**src/rtl/adc_fft_if_fft_loader.sv**
```systemverilog
// ADC-to-FFT input stage: converts unsigned ADC samples to signed 16-bit reals and
// writes one frame into the FFT RAM, optionally bit-reversed, then waits for the FFT.
module adc_fft_if_fft_loader #(
  parameter int ADC_W    = 12,
  parameter int PTS_LOG2 = 8,
  parameter int BITREV   = 1
) (
  input  logic                CLK,
  input  logic                NGRST,
  input  logic                enable,
  input  logic                adc_valid,
  input  logic [ADC_W-1:0]    adc_data,
  input  logic                fft_done,
  output logic [31:0]         wD,
  output logic [PTS_LOG2-1:0] wAddr,
  output logic                wEn,
  output logic                wBlk,
  output logic                frame_start,
  output logic                busy,
  output logic [7:0]          overrun_cnt
);

  typedef enum logic [1:0] {
    IDLE,
    FILL,
    START,
    WAIT_FFT
  } state_t;

  localparam int SHIFT = 16 - ADC_W;

  state_t              state, next_state;
  logic [PTS_LOG2-1:0] idx;
  logic [PTS_LOG2-1:0] rev_idx;
  logic [PTS_LOG2-1:0] wr_addr;
  logic [ADC_W-1:0]    signed_code;
  logic [15:0]         real_val;
  logic                accept;
  logic                drop;
  logic                last_idx;

  assign accept   = enable && adc_valid && (state == FILL);
  assign drop     = enable && adc_valid && (state != FILL);
  assign last_idx = (idx == {PTS_LOG2{1'b1}});

  // Subtracting the mid-scale offset from an unsigned code is an MSB flip.
  assign signed_code = {~adc_data[ADC_W-1], adc_data[ADC_W-2:0]};
  assign real_val    = 16'(signed_code) << SHIFT;

  always_comb begin
    rev_idx = '0;
    for (int i = 0; i < PTS_LOG2; i++) begin
      rev_idx[i] = idx[PTS_LOG2-1-i];
    end
  end

  assign wr_addr = (BITREV != 0) ? rev_idx : idx;

  // NOTE: state registers use non-blocking assignments so every flop samples
  // pre-edge values; blocking here would create order-dependent simulation.
  always_ff @(posedge CLK or negedge NGRST) begin
    if (!NGRST) state <= IDLE;
    else        state <= next_state;
  end

  // NOTE: next_state gets a default before any branch so no path leaves it
  // unassigned, which would otherwise infer a latch.
  always_comb begin
    next_state = state;
    if (!enable) begin
      next_state = IDLE;
    end else begin
      unique case (state)
        IDLE:     next_state = FILL;
        FILL:     if (accept && last_idx) next_state = START;
        START:    next_state = WAIT_FFT;
        WAIT_FFT: if (fft_done) next_state = FILL;
        default:  next_state = IDLE;
      endcase
    end
  end

  // Index only advances on accepted samples; any time outside FILL it sits at zero,
  // which also covers the wrap after the last sample and the abort path.
  always_ff @(posedge CLK or negedge NGRST) begin
    if (!NGRST)                        idx <= '0;
    else if (!enable || state != FILL) idx <= '0;
    else if (adc_valid)                idx <= idx + 1'b1;
  end

  always_ff @(posedge CLK or negedge NGRST) begin
    if (!NGRST) begin
      wEn         <= 1'b0;
      wD          <= '0;
      wAddr       <= '0;
      frame_start <= 1'b0;
    end else begin
      wEn         <= accept;
      frame_start <= (state == START);
      if (accept) begin
        wD    <= {16'h0000, real_val};
        wAddr <= wr_addr;
      end
    end
  end

  always_ff @(posedge CLK or negedge NGRST) begin
    if (!NGRST)                            overrun_cnt <= '0;
    else if (drop && overrun_cnt != 8'hFF) overrun_cnt <= overrun_cnt + 8'd1;
  end

  assign wBlk = wEn;
  assign busy = (state == START) || (state == WAIT_FFT);

endmodule

```
**config.mk**
```make
export PLATFORM = sky130hd
export DESIGN_NAME = adc_fft_if_fft_loader
export DESIGN_NICKNAME = d
export VERILOG_FILES = /design/src/rtl/adc_fft_if_fft_loader.sv
export SDC_FILE = /design/constraint.sdc
export NUM_CORES = 1
export LEC_CHECK = 0
export ABC_CLOCK_PERIOD_IN_PS = 3300
export BUFFER_PORTS_ARGS = -buffer_cell sky130_fd_sc_hd__buf_2
export CAP_MARGIN = 20
export CORE_ASPECT_RATIO = 0.8
export CORE_MARGIN = 4
export CORE_UTILIZATION = 30
export DETAILED_ROUTE_END_ITERATION = 8
export PLACE_DENSITY = 0.63
export SLEW_MARGIN = 10
export SYNTH_ARGS = -nofsm -noshare
export SYNTH_HDL_FRONTEND = slang
export SYNTH_SLANG_ARGS = --single-unit
export TNS_END_PERCENT = 20
```
**constraint.sdc**
```tcl
create_clock -name CLK -period 3.3 [get_ports CLK]
set_input_delay 0.66 -clock CLK [delete_from_list [all_inputs] [get_ports CLK]]
set_output_delay 0.66 -clock CLK [all_outputs]
set_load 0.05 [all_outputs]
```
# --- After elaboration in Yosys (flattened, before gate mapping) ---
# Index checks and enable logic that the tools add are counted.
word_totals:
  word_cells: 35
  register_bits: 40
op_classes:
  n_bitwise: 1
  n_reduce_logical: 11
  eq_ne: 8
  n_mux: 6
  n_addsub: 2
ops:
  columns: ["operator", "count"]
  rows:
  - ["8-bit by 1-bit adder with 8-bit output, second input constant", 2]
  - ["8-bit 2-to-1 mux", 2]
  - ["8-bit == test, second input constant", 1]
  - ["8-bit inequality test, second input constant", 1]
  - ["2-bit one-hot mux with 4 select lines", 1]
  - ["2-bit 2-to-1 mux", 3]
  - ["1-bit logical AND", 5]
  - ["2-bit == test, second input constant", 2]
  - ["3-bit by 2-bit inequality test with 1-bit output, second input constant", 1]
  - ["3-bit inequality test, second input constant", 1]
  - ["2-bit by 1-bit == test with 1-bit output, second input constant", 1]
  - ["2-bit zero test", 1]
  - ["1-bit logical OR", 2]
  - ["2-bit by 1-bit inequality test with 1-bit output, second input constant", 1]
  - ["2-bit AND reduction", 1]
  - ["2-bit nonzero test", 1]
  - ["1-bit zero test", 1]
  - ["1-bit NOT", 1]

# --- Depth between registers and ports, before layout ---
logic_depth:
  depth_word: 6
  depth_mapped: 6

# --- Least setup slack after synthesis ---
# No wires, ideal clock.
synth_timing:
  path_type: "reg-to-reg"
  start: "register overrun_cnt[0]"
  end: "register overrun_cnt[1]"
  setup_time_ps: 125
  required_ps: 3175
  setup_slack_ps: 1395
  arrival_ps: 1780
  period_less_slack_ps: 1905
  stages_incl_launch_ff: 5
  path_buffers: 0
  cell_sequence: "dfrtp_1 > ha_1 > nand4_1 > o21ai_0 > mux2_2"
synth_between:
  elab_chain_len: 2
  elab_cells_between_ends: 3
  classes_between: "add/sub: 1; eq/ne: 1; reduce/logical: 1"
synth_rtl:
  columns: ["element", "line", "rtl"]
  rows:
  - ["start, declared", "20", "output logic [7:0] overrun_cnt"]
  - ["start signal, assigned", "109", "else if (drop && overrun_cnt != 8'hFF) overrun_cnt <= overrun_cnt + 8'd1;"]
  - ["branches (longest 2 deep; another with 8-bit by 1-bit adder with 8-bit output)", null, null]
# Several ways; the timed one is not identified.
# A chain may end at the register's enable or synchronous reset.

# --- Worst setup path after layout ---
layout_timing:
  start: "register state[0]"
  end: "output busy"
layout_between:
  elab_chain_len: 2
  elab_cells_between_ends: 3
  classes_between: "eq/ne: 2; reduce/logical: 1"
layout_rtl:
  columns: ["element", "line", "rtl"]
  rows:
  - ["start, declared", "32", "state_t state, next_state;"]
  - ["start signal, assigned", "63", "else state <= next_state;"]
  - ["2-bit == test", "113", "assign busy = (state == START) || (state == WAIT_FFT);"]
  - ["1-bit logical OR *", "113", null]
  - ["end, declared", "19", "output logic busy,"]
# Mark *: on every way between the ends. The rest lies on a longest branch, timed or not.

==> results by group <==
Synth
  – Simple-gate portion of the synthesized area: 0.1178
  – Async SR Flop Fraction: 1.000
  – Synth Area in Adders: 0.03220
  – Post-synth EDFFs: 0
  – Primary FF master, synth: dfrtp_1
  – Synth Register Bits: 40
  – Post-synthesis sequential area ratio: 0.5151
  – Xor and xnor area share after synthesis: 0.02254
  – Synth cell types: 35
  – Multiplexer area fraction after synthesis: 0.1436
  – Yosys Warn Count: 0
  – Synth Area in Compound Gates: 0.06825
  – Post-Syn Area: 0.001943 sq mm
  – Syn Inst Count: between 150 and 200
  – Main combinational cell family by area after synthesis: multiplexers
  – Mean post-synth cell area: 11.85 sq um

Setup path
  – Worst Path Required: 2.64 ns
  – Setup CP Type: register to primary output
  – Crit path capture type: primary output
  – Crit path DAT: 1.42 ns
  – CP max FO: 4
  – Crit start category: register

Route
  – Via density: 4.468
  – 1st-iter DRT viols: 23
  – Via count: 1318
  – DRT Wirelength: 3.697 mm
  – Final ANT Viol Nets: 0
  – DRT Pass-1 Iters: 4
  – # DRC: 0
  – Avg WL per Cell: ~13 um

Clocking
  – # Post-CTS Setup Buffers: 0
  – Post-CTS sizing: 0
  – Worst-Skew Late Latency: roughly 0.28 ns
  – CTS tree: yes
  – Clock root buffer: clkbuf_8
  – CTS buffer count: 5
  – Htree depth: 2
  – Clk buf depth: 2
  – Clk sinks: 40
  – Cts hold-fix bufs: 0
  – CTS clock-pin slew for the worst setup and hold paths: 0.07 ns

Power
  – Pwr Total: 1.751 mW
  – Leakage: roughly 1.2 nW
  – VDD IR max: 0.3873 mV
  – PD cells: 768.2 mW/mm^2

STA
  – Slew margin rel.: 0.4063
  – Setup TNS: 0 ns
  – Min Tclk post-route: 2.085 ns
  – Clock Skew: 0.004487 ns
  – Setup repair after global routing missed its margin: false
  – Fin crit share: 0.6317
  – F_max: between 0.4 and 0.5 GHz
  – Hold Vio Cnt, Final: 0
  – Worst-Margin Slew: around 0.89 ns
  – Finish-stage setup viols: 0
  – Slew Limit Fails: 0

Placement
  – GP Congestion: 0.7746
  – Post-DP HPWL: between 2 and 3 mm
  – IO buf count: 48
  – Area after DPL: 0.002183 sq mm

Layout
  – Fin area: 0.002280 sq mm
  – # fillers: 632
  – Area of the multi-input gates: 822.0 sq um
  – Most frequent cells in the layout: buf_2, dfrtp_1, mux2_2
  – Layout cell share with drive strength beyond 1: 0.3972
  – Area Growth Syn to Fin: 17.32%
  – Nets: 236
  – Seq. cell area: 0.001001 sq mm
  – Most common cell after layout, fill and taps aside: buf_2
  – Ant diodes: 0

Die
  – Die area: just under 0.008 sq mm
  – Cell row count: 25
  – Num ports: 69
  – Horiz. Die Dim: 97.98 um
  – Core Footprint: 0.006100 sq mm
  – Initial core utilization: 0.3186
  – Die height: roughly 80 um

Global route
  – Tot GR Track Use: 0.09854
  – Initial antenna violation count: 0
  – Grt total ovfl: 0
  – Largest net degree at the start of global routing: 41
  – Global-route wire length before repair: 6.147 mm
  – Vias in the first global route: 1212

Flow run
  – Maximum Capacitance Violations: 0

Outcome
  – Outcome: completed

Min path
  – HP Class: register to register
-- path summary, 6_finish.rpt --
path	startpoint	slack [ns]	depth (start not counted)	to
worst max-delay path	state[0]	1.22	4	busy
worst min-delay path	wD[15]	0.47	2	wD[15]
worst max register to register	state[1]	1.52	5	overrun_cnt[7]
worst min register to register	wD[15]	0.47	2	wD[15]
max in group asynchronous	NGRST	2.25	1	wD[14]
min in group asynchronous	NGRST	0.50	1	wAddr[0]
-- power breakdown --
group / internal, mW / switching [mW]
registers: 0.591 / 0.0912
clock network: 0.186 / 0.159
logic: 0.181 / 0.543
total: 0.958 / 0.793
-- sequential cells by signal, summed over array words and instances, names as in the netlist --
register	cells
state	2
wBlk	1
wAddr	8
frame_start	1
overrun_cnt	8
wD	12
idx	8
-- per-stage QoR --
stage,utilization,std cells,setup slack (ns),hold slack [ns]
after global routing,0.3737,295,1.113,0.4978
final,0.3737,295,1.215,0.4740
after global placement,0.3579,288,1.513,0.4647
after CTS,0.3737,295,1.194,0.4829
after floorplan,-,183,1.395,0.3644
after detailed placement,0.3579,288,1.450,0.4659
-- layer usage --
layer | vias up | GRT usage | part of all wire
li1 | 645 | - | -
met1 | 627 | 0.1369 | 0.49
met2 | 41 | 0.1454 | 0.44
met3 | 5 | 0.03231 | 0.067
met4 | 0 | 0.02905 | 0.0078
met5 | - | 0 | 0
-- layout make-up --
cell class	count	area share
tap	81	0.04446
multi-input combinational	115	0.3606
clock buffer	7	0.04226
sequential	40	0.4391
inverter	3	0.004940
timing repair buffer	49	0.1087
-- synthesized netlist by cell type, types with 2 or more instances --
cell type / n / area (sq um)
a21oi_1: 6 / 30.03
a41oi_1: 2 / 17.52
and3_1: 3 / 18.77
buf_2: 3 / 15.01
buf_4: 22 / 165.2
dfrtp_1: 40 / 1001
ha_1: 5 / 62.56
inv_1: 3 / 11.26
mux2_2: 23 / 259.0
mux2i_1: 2 / 20.02
nand2_1: 9 / 33.78
nand2b_1: 2 / 12.51
nand3_1: 4 / 20.02
nand4_1: 5 / 31.28
nor2_1: 6 / 22.52
nor2b_1: 2 / 12.51
o21ai_0: 5 / 25.02
or3_2: 2 / 15.01
xnor2_1: 2 / 17.52
xor2_1: 3 / 26.28
-- kinds of logic (layout without fill, tap and decap cells) --
logic type,count (synthesis),count (layout)
other,1,20
DFF,40,40
muxes,25,25
and+or+nand+nor,40,40
buffers and inverters,28,59
adders and majority gates,5,5
AOI/OAI and AO/OA,20,20
xor gates and xnor gates,5,5
-- critical path, cell delays in order, from the launching register on --
cell and delay [ns]:
dfrtp_1 0.40, inv_1 0.06, ha_1 0.20, or2_2 0.27, buf_2 0.21
Power figures use the tool's default switching activity.
